==> src/rtl/divider_if.sv <==
// Handshake and result bus of the multi-cycle divider.
// The sequencer drives from the master side and the divider sits on the slave side.
interface divider_if #(parameter int WIDTH = 8);
  logic             enable;
  logic             start;
  logic [WIDTH-1:0] op1;
  logic [WIDTH-1:0] op2;
  logic             busy;
  logic             done;
  logic [WIDTH-1:0] quotient;
  logic [WIDTH-1:0] remainder;
  logic             div_zero;

  modport master (
    output enable, start, op1, op2,
    input  busy, done, quotient, remainder, div_zero
  );

  modport slave (
    input  enable, start, op1, op2,
    output busy, done, quotient, remainder, div_zero
  );
endinterface

==> src/rtl/divider.sv <==
// Restoring shift-and-subtract divider, one quotient bit per enabled clock.
// Define DIVIDER_SIGNED_EN for two's complement operands; the default build is unsigned.
`ifndef DATA_WIDTH
`define DATA_WIDTH 8
`endif

module divider #(
  parameter int WIDTH = `DATA_WIDTH
) (
  input  logic     clock,
  input  logic     reset,
  divider_if.slave bus
);
  localparam logic [1:0] IDLE = 2'd0;
  localparam logic [1:0] RUN  = 2'd1;
  localparam logic [1:0] FIX  = 2'd2;
  localparam int CW = $clog2(WIDTH + 1);

  logic [1:0]       state;
  logic [CW-1:0]    cnt;
  logic [WIDTH-1:0] dvd, dvs, op1_q;
  logic [WIDTH:0]   pr;
  logic             sgn1, sgn2;
  logic             done_q, dz_q;
  logic [WIDTH-1:0] quo_q, rem_q;

  logic [WIDTH-1:0] mag1, mag2;
  logic             s1, s2;
  logic [2*WIDTH:0] sh;
  logic [WIDTH+1:0] trial;
  logic             ge;
  logic [WIDTH:0]   pr_nxt;
  logic [WIDTH-1:0] dvd_nxt, q_fix, r_fix;

  always_comb begin
`ifdef DIVIDER_SIGNED_EN
    s1   = bus.op1[WIDTH-1];
    s2   = bus.op2[WIDTH-1];
    mag1 = s1 ? -bus.op1 : bus.op1;
    mag2 = s2 ? -bus.op2 : bus.op2;
`else
    s1   = 1'b0;
    s2   = 1'b0;
    mag1 = bus.op1;
    mag2 = bus.op2;
`endif
  end

  // Trial subtract is one bit wider than pr so its top bit is the borrow.
  always_comb begin
    sh      = {pr, dvd} << 1;
    trial   = {1'b0, sh[2*WIDTH:WIDTH]} - {2'b00, dvs};
    ge      = ~trial[WIDTH+1];
    pr_nxt  = ge ? trial[WIDTH:0] : sh[2*WIDTH:WIDTH];
    dvd_nxt = {sh[WIDTH-1:1], ge};
  end

  always_comb begin
    q_fix = (sgn1 ^ sgn2) ? -dvd : dvd;
    r_fix = sgn1 ? -pr[WIDTH-1:0] : pr[WIDTH-1:0];
  end

  always_ff @(posedge clock) begin
    if (reset) begin
      state  <= IDLE;
      cnt    <= '0;
      dvd    <= '0;
      dvs    <= '0;
      op1_q  <= '0;
      pr     <= '0;
      sgn1   <= 1'b0;
      sgn2   <= 1'b0;
      done_q <= 1'b0;
      dz_q   <= 1'b0;
      quo_q  <= '0;
      rem_q  <= '0;
    end else if (bus.enable) begin
      done_q <= 1'b0;
      case (state)
        IDLE: if (bus.start) begin
          dvd   <= mag1;
          dvs   <= mag2;
          sgn1  <= s1;
          sgn2  <= s2;
          op1_q <= bus.op1;
          pr    <= '0;
          cnt   <= '0;
          state <= RUN;
        end
        RUN: begin
          pr  <= pr_nxt;
          dvd <= dvd_nxt;
          cnt <= cnt + 1'b1;
          if (cnt == CW'(WIDTH - 1)) state <= FIX;
        end
        FIX: begin
          // A zero divisor runs the full iteration count; only the result is overridden.
          if (dvs == '0) begin
            quo_q <= '1;
            rem_q <= op1_q;
            dz_q  <= 1'b1;
          end else begin
            quo_q <= q_fix;
            rem_q <= r_fix;
            dz_q  <= 1'b0;
          end
          done_q <= 1'b1;
          state  <= IDLE;
        end
        default: state <= IDLE;
      endcase
    end
  end

  assign bus.busy      = (state == RUN) || (state == FIX);
  assign bus.done      = done_q;
  assign bus.quotient  = quo_q;
  assign bus.remainder = rem_q;
  assign bus.div_zero  = dz_q;
endmodule

==> src/flat_wrapper.sv <==
// flat-port wrapper written by rule: the top's interface ports become plain ports
module divider_flat 
#(
  parameter int WIDTH = `DATA_WIDTH
)
  (clock, reset, bus_enable, bus_start, bus_op1, bus_op2, bus_busy, bus_done, bus_quotient, bus_remainder, bus_div_zero);
  divider_if #(.WIDTH(WIDTH)) bus_i ();
  input  logic clock;
  input  logic reset;
  input wire logic [$bits(bus_i.enable)-1:0] bus_enable;
  input wire logic [$bits(bus_i.start)-1:0] bus_start;
  input wire logic [$bits(bus_i.op1)-1:0] bus_op1;
  input wire logic [$bits(bus_i.op2)-1:0] bus_op2;
  output wire logic [$bits(bus_i.busy)-1:0] bus_busy;
  output wire logic [$bits(bus_i.done)-1:0] bus_done;
  output wire logic [$bits(bus_i.quotient)-1:0] bus_quotient;
  output wire logic [$bits(bus_i.remainder)-1:0] bus_remainder;
  output wire logic [$bits(bus_i.div_zero)-1:0] bus_div_zero;
  assign bus_i.enable = bus_enable;
  assign bus_i.start = bus_start;
  assign bus_i.op1 = bus_op1;
  assign bus_i.op2 = bus_op2;
  assign bus_busy = bus_i.busy;
  assign bus_done = bus_i.done;
  assign bus_quotient = bus_i.quotient;
  assign bus_remainder = bus_i.remainder;
  assign bus_div_zero = bus_i.div_zero;
  divider #(.WIDTH(WIDTH)) u_core (.clock(clock), .reset(reset), .bus(bus_i));
endmodule
==> config.mk <==
export PLATFORM = sky130hd
export DESIGN_NAME = divider_flat
export DESIGN_NICKNAME = d
export VERILOG_FILES = /design/src/rtl/divider_if.sv /design/src/rtl/divider.sv /design/src/flat_wrapper.sv
export SDC_FILE = /design/constraint.sdc
export NUM_CORES = 1
export LEC_CHECK = 0
export CAP_MARGIN = 15
export CORE_UTILIZATION = 55
export DETAILED_ROUTE_END_ITERATION = 12
export HOLD_SLACK_MARGIN = 0.03
export PLACE_DENSITY = 0.78
export REMOVE_ABC_BUFFERS = 1
export SLEW_MARGIN = 20
export SYNTH_ARGS = -nofsm -noshare
export SYNTH_HDL_FRONTEND = slang
export SYNTH_SLANG_ARGS = --single-unit
export TNS_END_PERCENT = 1
==> constraint.sdc <==
create_clock -name clock -period 4.99 [get_ports clock]
set_clock_uncertainty 0.2 [all_clocks]
set_input_delay 1.2475 -clock clock [delete_from_list [all_inputs] [get_ports clock]]
set_output_delay 1.2475 -clock clock [all_outputs]
set_load 0.02 [all_outputs]
==> results of run 1 <==
layout by cell type (no fill, tap or decap), types with 4 or more instances in the layout:
cell type        instances
o21ai_0                  4
nand2_1                 65
inv_1                   15
a211oi_1                 8
xor2_1                   7
nor3_1                  16
clkbuf_8                 6
nor2_1                  35
ha_1                    12
a21oi_1                 27
mux2i_1                  8
o21ai_1                  5
dfxtp_1                 56
and2_1                   4
a311oi_1                 9
clkdlybuf4s50_1         38
layer usage:
layer	up-vias	wire length (microns)	GRT usage (%)
li1	1175	-	-
met1	1058	2760	32.7
met2	45	2610	39.8
met3	5	229	5.63
met4	0	53	6.10
met5	-	0	0
synthesized netlist by cell type (2+ instances only):
cell type	number	area (sq um)
nand2_1	65	244
nand2b_1	2	12.5
a21oi_1	27	135
o21a_1	2	15.0
buf_2	4	20.0
a222oi_1	3	30.0
a311oi_1	9	78.8
o21ai_0	4	20.0
o21bai_1	2	15.0
dfxtp_1	56	1120
nor4_2	2	25.0
nor3_1	16	80.1
buf_4	3	22.5
mux2i_1	8	80.1
a211oi_1	8	60.1
o31ai_1	2	15.0
nand3_1	3	15.0
clkbuf_1	8	30.0
ha_1	12	150
and2_1	4	25.0
buf_6	2	22.5
o21ai_1	5	25.0
nor2_1	35	131
xor2_1	7	61.3
a32oi_1	3	26.3
inv_1	15	56.3
power by group:
part | internal [mW] | total [mW] | switching, mW
clock network | 0.113 | 0.259 | 0.146
registers | 0.459 | 0.469 | 0.00999
logic | 0.0600 | 0.147 | 0.0874
total | 0.632 | 0.875 | 0.243
kinds of logic after synthesis:
| logic type | after synthesis | synth area share, % |
|---|---|---|
| fa+ha+maj | 13 | 6.38 |
| mux | 9 | 3.42 |
| compound gates | 72 | 18.7 |
| flops | 56 | 42.0 |
| xor+xnor | 7 | 2.30 |
| buf+inv | 33 | 5.81 |
| simple gates | 132 | 21.4 |
how the worst max path moves through the flow:
stage	start	to	slack, ns	cells after the start
2_1_floorplan	bus_start	u_core.pr[5]$_SDFFE_PP0P_	2.49	5
3_3_place_gp	bus_enable	u_core.dvd[0]$_SDFFE_PP0P_	1.55	5
3_5_place_dp	bus_enable	u_core.dvd[0]$_SDFFE_PP0P_	1.44	5
4_1_cts	bus_enable	u_core.dvd[0]$_SDFFE_PP0P_	1.77	5
5_1_grt	bus_enable	u_core.dvd[0]$_SDFFE_PP0P_	1.54	5
6_report	bus_enable	u_core.dvd[0]$_SDFFE_PP0P_	1.76	5
layout make-up:
type                       instances  area share [%]
clock inverter                     1           0.241
clock buffer                       7            2.77
sequential                        56            36.0
inverter                          15            1.81
timing repair buffer              39            12.4
multi-input combinational        233            44.7
tap                               52            2.09
flip-flops by register name (all words and copies together), names as in the netlist:
name / count
u_core.state: 2
u_core.dvs: 8
u_core.cnt: 4
u_core.bus.div_zero: 1
u_core.bus.done: 1
u_core.bus.quotient: 8
u_core.bus.remainder: 8
u_core.pr: 8
u_core.op1_q: 8
u_core.dvd: 8
worst reg2reg max path, stage by stage (launching register included):
cell and delay (ns):
dfxtp_1 0.38, inv_1 0.06, ha_1 0.34, a21oi_1 0.27, o221ai_1 0.25, nor2_2 0.49
nand2_1 0.11, a32o_1 0.25
==> summary.md, run 1 <==
| Metric | Value |
|---|---|
| Maximum vdd ir drop | `211 uV` |
| Peak Freq | `0.310 GHz` |
| Die width | `71.7 microns` |
| Worst hold slack | `0.259 ns` |
| DP Cell Count | `395` |
| Worst-margin pin slew | `0.882 ns` |
| IO Pins | `39` |
| Largest net degree at the start of global routing | `39` |
| Reg2Reg Setup Slack | `2.54 ns` |
| Fin util | `69.2%` |
| Setup WS post-layout | `1.76 ns` |
| First-pass GRT wire length | `9.85 mm` |
| Skew-Pair Late Insertion Delay | `0.31 ns` |
| Worst Hold Depth | `2` |
| Syn Area/Cell | `8.29 sq um` |
| Crit end category | `flip-flop` |
| Slew headroom | `41.2%` |
| Distinct cells, synth | `41` |
| # DRC | `0` |
| Power Density | `281 nW/um^2` |
| Worst-path cell chain | `clkdlybuf4s50_1, nand3_1, nor2_1, a22oi_1, a21oi_1` |
| Clock Tree Root | `clkbuf_8` |
| Max Cap Viol | `0` |
| Cts hold-fix bufs | `0` |
| DR WL/cell | `14.0 microns` |
| Fillers | `387` |
| Mapped cell area | `2670 sq um` |
| Setup Fix Bufs, Post-CTS | `0` |
| Multi-input logic area | `1390 sq um` |
| DRT Pass-1 Iters | `4` |
| Final WL | `5.65 mm` |
| Sink Count | `56` |
| Maximum clock path buffer count | `2` |
| Min cycle time layout | `3.23 ns` |
| Initial core utilization | `59.3%` |
| # H-tree levels | `2` |
| Dpl ws | `1.44 ns` |
| Vias | `2,283` |
| Final setup violation count | `0` |
| Max FO, Critical Path | `18` |
| # diodes | `0` |
| DR vias/cell | `5.67` |
| Reg2reg start | `u_core.dvs[4]$_SDFFE_PP0P_` |
| Initial antenna violation count | `0` |
| Area post-placement | `3020 sq um` |
| Slowest stage delay, CP | `0.61 ns` |
| Worst-path clk slew | `0.10 ns` |
| Post-synth EDFFs | `0` |
| Fin area | `3120 sq um` |
| Ys async rst share | `0%` |
| Worst Hold Class | `reg2reg` |
| Setup crit start kind | `input port` |
| Crit Path Class | `in2reg` |
| Layout area overhead | `16.8%` |
| Run status | `completed` |
| Number of synthesized register bits | `56` |
| Arrival time at the worst endpoint | `3.27 ns` |
| Worst Hold Launch | `u_core.bus.div_zero$_SDFFE_PP0P_` |
| Cell family with most CP delay | `simple AND/OR/NAND/NOR gates` |
| Port buffer count | `38` |
| Gpl congestion | `0.825` |
| Core area | `4500 sq um` |
| Die ar. | `5140 sq um` |
| Layout cells sized above 1 | `4.56%` |
| Fin nets | `383` |
| Final Cycle Share | `64.7%` |
| Unrepaired setup endpoints after global routing | `false` |
| Final Max Tran Viols | `0` |
| Hold path endpoint | `u_core.bus.div_zero$_SDFFE_PP0P_` |
| Overall power | `0.875 mW` |
| R2R depth | `7` |
| Setup TNS | `0 ns` |
| Worst path bufs/invs | `1` |
| Crit-path slowest cell | `clkdlybuf4s50_1` |
| Antenna-violating nets left | `0` |
| Vias in the first global route | `2,116` |
| 1st-iter DRT viols | `114` |
| Prevailing post-synth register cell | `dfxtp_1` |
| Reg2reg end | `u_core.pr[0]$_SDFFE_PP0P_` |
| Synth warn | `0` |
| Final Hold Fails | `0` |
| Hpwl dp | `4.12 mm` |
| Sequential element share of the synthesized area | `42.0%` |
| CTS buffer count | `5` |
| Leak pwr | `1.11 nW` |
| Row count | `24` |
| Flip-flop and latch area | `1120 sq um` |
| GR Util All Layers | `24.4%` |
| Non-Filler Instances | `403` |
| Global route overflow | `0` |
| Required time of the critical path | `5.02 ns` |
| Cell count after synthesis | `322` |
| CTS tree | `done` |
| # resized after CTS | `0` |
| DIE HEIGHT | `71.7 microns` |
(Power assumes the default switching activity.)
==> inputs of run 2 (changes only) <==
--- a/config.mk
+++ b/config.mk
@@ -6,10 +6,10 @@
 export NUM_CORES = 1
 export LEC_CHECK = 0
 export CAP_MARGIN = 15
-export CORE_UTILIZATION = 55
+export CORE_UTILIZATION = 54
 export DETAILED_ROUTE_END_ITERATION = 12
 export HOLD_SLACK_MARGIN = 0.03
-export PLACE_DENSITY = 0.78
+export PLACE_DENSITY = 0.76
 export REMOVE_ABC_BUFFERS = 1
 export SLEW_MARGIN = 20
 export SYNTH_ARGS = -nofsm -noshare
==> constraint.sdc (replaced) <==
create_clock -name clock -period 3.25 [get_ports clock]
set_clock_uncertainty 0.2 [all_clocks]
set_input_delay 0.8125 -clock clock [delete_from_list [all_inputs] [get_ports clock]]
set_output_delay 0.8125 -clock clock [all_outputs]
set_load 0.02 [all_outputs]
==> run 2 against run 1 <==
Against the previous run: combinational power rose by 55%; first-iteration DRC count rose by 66%; utilization fell by 3.2 points; routed wire length rose by 1.6%; global-route usage rose by 0.39 points; final cell count rose by 4.2%; worst setup slack got worse by 1.1 ns; power rose by 51%; worst hold slack improved by 0.0014 ns; critical path depth fell by 2; highest routed layer unchanged; design area rose by 0.68%.
==> summary.md, run 2 (same netlist as run 1, synthesis figures left out) <==
| Metric | Value |
|---|---|
| Met3 Usage GRT | `4.44%` |
| DIE HEIGHT | `72.3 microns` |
| Slew headroom | `57.6%` |
| Worst Hold Launch | `u_core.op1_q[6]$_SDFFE_PP0P_` |
| Maximum clock path buffer count | `2` |
| First-pass GRT wire length | `10.1 mm` |
| Setup TNS | `0 ns` |
| Required time of the critical path | `2.24 ns` |
| Slowest stage delay, CP | `0.60 ns` |
| DRT Pass-1 Iters | `4` |
| Worst path bufs/invs | `2` |
| Global route overflow | `0` |
| Antenna-violating nets left | `0` |
| Initial core utilization | `56.1%` |
| Die ar. | `5230 sq um` |
| Hpwl dp | `4.23 mm` |
| Crit end category | `output pin` |
| Commonest non-fill, non-tap cell in the layout | `nand2_1` |
| Row count | `25` |
| Max Cap Viol | `0` |
| Peak Freq | `0.380 GHz` |
| Fin nets | `385` |
| Vias in the first global route | `2,159` |
| Die width | `72.3 microns` |
| # DRC | `0` |
| Setup crit start kind | `flip-flop` |
| Final Max Tran Viols | `0` |
| Final Cycle Share | `80.9%` |
| Sink Count | `56` |
| Layout area overhead | `17.6%` |
| Fin util | `66.0%` |
| Flip-flop and latch area | `1120 sq um` |
| Initial antenna violation count | `0` |
| Layout cells sized above 1 | `5.38%` |
| Overall power | `1.33 mW` |
| Final WL | `5.74 mm` |
| Unrepaired setup endpoints after global routing | `false` |
| Worst Hold Depth | `2` |
| Setup Fix Bufs, Post-CTS | `0` |
| Gpl congestion | `0.877` |
| Cell family with most CP delay | `buffers and inverters` |
| GR Layer Usage met2 | `40.4%` |
| IO Pins | `39` |
| Max FO, Critical Path | `3` |
| Port buffer count | `38` |
| 1st-iter DRT viols | `189` |
| Min cycle time layout | `2.63 ns` |
| Worst-margin pin slew | `0.636 ns` |
| Crit Path Class | `reg2out` |
| # resized after CTS | `0` |
| Worst-path clk slew | `0.10 ns` |
| GRT Max-Usage Layer | `met2` |
| Power Density | `422 nW/um^2` |
| Reg2reg start | `u_core.dvs[4]$_SDFFE_PP0P_` |
| Worst hold slack | `0.260 ns` |
| CTS tree | `done` |
| Final Hold Fails | `0` |
| Fin area | `3140 sq um` |
| GR Util All Layers | `24.8%` |
| Skew-Pair Late Insertion Delay | `0.31 ns` |
| Non-Filler Instances | `420` |
| Multi-input logic area | `1390 sq um` |
| Core area | `4750 sq um` |
| DP Cell Count | `412` |
| R2R depth | `7` |
| Cts hold-fix bufs | `0` |
| Most frequent cells in the layout | `nand2_1 (65), dfxtp_1 (56), clkdlybuf4s50_1 (37)` |
| Fillers | `438` |
| Final setup violation count | `0` |
| Arrival time at the worst endpoint | `1.62 ns` |
| Vias | `2,308` |
| DR vias/cell | `5.50` |
| Crit-path slowest cell | `clkdlybuf4s50_1` |
| Worst-path cell chain | `inv_1, ha_1, clkdlybuf4s50_1` |
| Area post-placement | `3050 sq um` |
| Maximum vdd ir drop | `279 uV` |
| Worst Hold Class | `reg2reg` |
| # diodes | `0` |
| Run status | `completed` |
| Leak pwr | `1.12 nW` |
| Worst path depth | `3` |
| Crit path from | `u_core.state[0]$_SDFFE_PP0P_` |
| Dpl ws | `0.445 ns` |
| DR WL/cell | `13.7 microns` |
| CTS buffer count | `5` |
| Setup WS post-layout | `0.619 ns` |
| Largest net degree at the start of global routing | `37` |
| # H-tree levels | `2` |
| Global Route met1 Usage | `34.0%` |
| Clock Tree Root | `clkbuf_8` |
run 2: cell count changes in the layout (fill, tap and decap cells not counted):
| cell | delta |
|---|---|
| clkbuf_8 | -1 |
| clkdlybuf4s50_1 | -1 |
| buf_2 | +1 |
| inv_6 | +1 |
| clkinv_2 | +1 |
| buf_4 | +2 |
| clkinvlp_4 | -1 |
run 2: routing by layer:
metal  wire [microns]  share of wire, %
met5                0                 0
met2             2760                48
met3              239               4.2
met1             2670                46
met4               74               1.3
run 2: report_power, final:
group          total (mW)  switching [mW]  internal [mW]
Sequential          0.720          0.0154          0.705
Clock               0.377           0.223          0.154
Combinational       0.228           0.136         0.0924
Total                1.33           0.374          0.952
run 2: path summary, 6_finish.rpt:
| path | slack (ns) | end |
|---|---|---|
| setup / recovery | 0.62 | bus_busy |
| hold / removal | 0.26 | u_core.op1_q[6]$_SDFFE_PP0P_ |
| setup reg to reg | 0.79 | u_core.pr[4]$_SDFFE_PP0P_ |
| hold reg to reg | 0.26 | u_core.op1_q[6]$_SDFFE_PP0P_ |
run 2: area by class of cell:
| cell class | instances | area share (%) |
|---|---|---|
| Multi-Input combinational cell | 233 | 44.4 |
| Inverter | 15 | 1.79 |
| Clock buffer | 6 | 2.31 |
| Timing Repair Buffer | 41 | 12.7 |
| Clock inverter | 2 | 0.439 |
| Sequential cell | 56 | 35.7 |
| Tap cell | 67 | 2.67 |
run 2: worst min-delay path, cell delays in order, from the launching register on:
cell and delay [ns]:
dfxtp_1 0.32, nand2_1 0.05, a21oi_1 0.05
==> inputs of run 3 (changes only) <==
==> constraint.sdc (replaced) <==
create_clock -name clock -period 2.7 [get_ports clock]
set_clock_uncertainty 0.2 [all_clocks]
set_input_delay 0.675 -clock clock [delete_from_list [all_inputs] [get_ports clock]]
set_output_delay 0.675 -clock clock [all_outputs]
set_load 0.02 [all_outputs]
==> run 3 against run 2 <==
Against the previous run: worst hold slack hardly changed; critical path type unchanged; first-iteration DRC count is 12% lower; combinational power is 25% higher; non-clock buffer count is 4 higher; utilization is 1.1 points higher; flip-flop and latch count stayed put; die area stayed put; clock-buffer cell count is 1 lower.
==> summary.md, run 3 (same netlist as run 1, synthesis figures left out) <==
| Metric | Value |
|---|---|
| Final setup violation count | `0` |
| Worst-margin pin slew | `0.627 ns` |
| # resized after CTS | `0` |
| Comb pwr share | `17.5%` |
| Clock Power Share | `29.2%` |
| Die width | `72.3 microns` |
| Layout cells sized above 1 | `6.72%` |
| Largest net degree at the start of global routing | `49` |
| Hpwl dp | `4.34 mm` |
| Setup Fix Bufs, Post-CTS | `0` |
| Sink Count | `56` |
| Non-Filler Instances | `424` |
| # DRC | `0` |
| # diodes | `0` |
| DRT Pass-1 Iters | `5` |
| Leak pwr | `1.14 nW` |
| Setup TNS | `0 ns` |
| Layout area overhead | `19.5%` |
| Unrepaired setup endpoints after global routing | `false` |
| Vias | `2,322` |
| Gpl congestion | `0.933` |
| Required time of the critical path | `1.82 ns` |
| 1st-iter DRT viols | `166` |
| Slowest stage delay, CP | `0.59 ns` |
| Worst-path clk slew | `0.11 ns` |
| Crit end category | `output pin` |
| Crit Path Class | `reg2out` |
| Global route overflow | `0` |
| Worst-path cell chain | `inv_1, ha_1, clkdlybuf4s50_1` |
| Crit-path slowest cell | `clkdlybuf4s50_1` |
| Initial core utilization | `56.1%` |
| Port buffer count | `38` |
| Fin nets | `389` |
| Slew headroom | `58.2%` |
| Switching pwr | `0.470 mW` |
| CTS buffer count | `5` |
| Peak Freq | `0.400 GHz` |
| Worst hold slack | `0.260 ns` |
| DR WL/cell | `13.9 microns` |
| Int Pwr | `1.16 mW` |
| Die ar. | `5230 sq um` |
| DIE HEIGHT | `72.3 microns` |
| Commonest non-fill, non-tap cell in the layout | `nand2_1` |
| # H-tree levels | `2` |
| Worst path bufs/invs | `2` |
| GR Util All Layers | `24.3%` |
| DP Cell Count | `416` |
| Core area | `4750 sq um` |
| Skew-Pair Late Insertion Delay | `0.31 ns` |
| Final Max Tran Viols | `0` |
| Initial antenna violation count | `0` |
| Arrival time at the worst endpoint | `1.62 ns` |
| Power Density | `511 nW/um^2` |
| Most frequent cells in the layout | `nand2_1 (65), dfxtp_1 (56), clkdlybuf4s50_1 (37)` |
| First-pass GRT wire length | `9.93 mm` |
| Switching share of total power | `28.9%` |
| Max FO, Critical Path | `3` |
| Max Cap Viol | `0` |
| DR vias/cell | `5.48` |
| Min cycle time layout | `2.50 ns` |
| Final Hold Fails | `0` |
| Sequential share of power | `53.3%` |
| CTS tree | `done` |
| Maximum clock path buffer count | `2` |
| Cts hold-fix bufs | `0` |
| Cell family with most CP delay | `buffers and inverters` |
| Fin util | `67.1%` |
| Worst Hold Class | `reg2reg` |
| Row count | `25` |
| Antenna-violating nets left | `0` |
| Overall power | `1.63 mW` |
| Final WL | `5.89 mm` |
| Clock Tree Root | `clkbuf_8` |
| IO Pins | `39` |
| Final Cycle Share | `92.5%` |
| Run status | `completed` |
| Vias in the first global route | `2,151` |
| Setup crit start kind | `flip-flop` |
| Maximum vdd ir drop | `280 uV` |
-- run 3: cell types whose count changed in the layout (fill, tap and decap cells not counted) --
cell and delta:
inv_6 -1, buf_12 +1, inv_8 +1, clkinv_2 -1, buf_4 +3, clkbuf_1 -1
clkinvlp_4 +2
-- run 3: final timing paths --
check	start	depth (start not counted)	slack [ns]	to
hold reg to reg	u_core.bus.div_zero$_SDFFE_PP0P_	2	0.26	u_core.bus.div_zero$_SDFFE_PP0P_
setup reg to reg	u_core.dvs[4]$_SDFFE_PP0P_	7	0.31	u_core.pr[2]$_SDFFE_PP0P_
setup / recovery	u_core.state[0]$_SDFFE_PP0P_	3	0.20	bus_busy
hold / removal	u_core.bus.div_zero$_SDFFE_PP0P_	2	0.26	u_core.bus.div_zero$_SDFFE_PP0P_
-- run 3: stage by stage --
stage / instance area (sq um) / setup WS (ns)
6_report: 3190 / 0.202
5_1_grt: 3190 / 0.130
4_1_cts: 3190 / 0.187
3_5_place_dp: 3090 / 0.213
3_3_place_gp: 3090 / 0.267
2_1_floorplan: 2570 / 0.559
-- run 3: layer usage --
metal  GRT usage, %  vias to the layer above  wire, microns
li1               -                     1187              -
met1           33.0                     1080           2790
met2           40.7                       53           2850
met3           3.75                        2            212
met4           5.45                        0             31
met5              0                        -              0
-- run 3: worst reg2reg max path, stage by stage, from the launching register on --
cell and delay, ns:
dfxtp_1 0.38, inv_1 0.06, ha_1 0.35, a21oi_1 0.28, o221ai_1 0.23, nor2_2 0.44, mux2i_1 0.26, o21ai_1 0.08
-- run 3: layout make-up --
class | instances | area, sq um
clock inverters | 3 | 26.3
flip-flops and latches | 56 | 1120
inverters | 15 | 56.3
clock buffers | 5 | 68.8
multi-input cells | 233 | 1390
repair buffers | 45 | 440
fillers | 434 | 1570
well taps | 67 | 83.8
-- run 3: power by group through the flow --
stage / Clock (mW) / Combinational [mW] / Sequential [mW]
finish: 0.475 / 0.286 / 0.868
global placement: 0 / 0.281 / 0.885
CTS: 0.488 / 0.286 / 0.867
global route: 0.517 / 0.317 / 0.871
detailed placement: 0 / 0.285 / 0.886
floorplan: 0 / 0.183 / 0.881
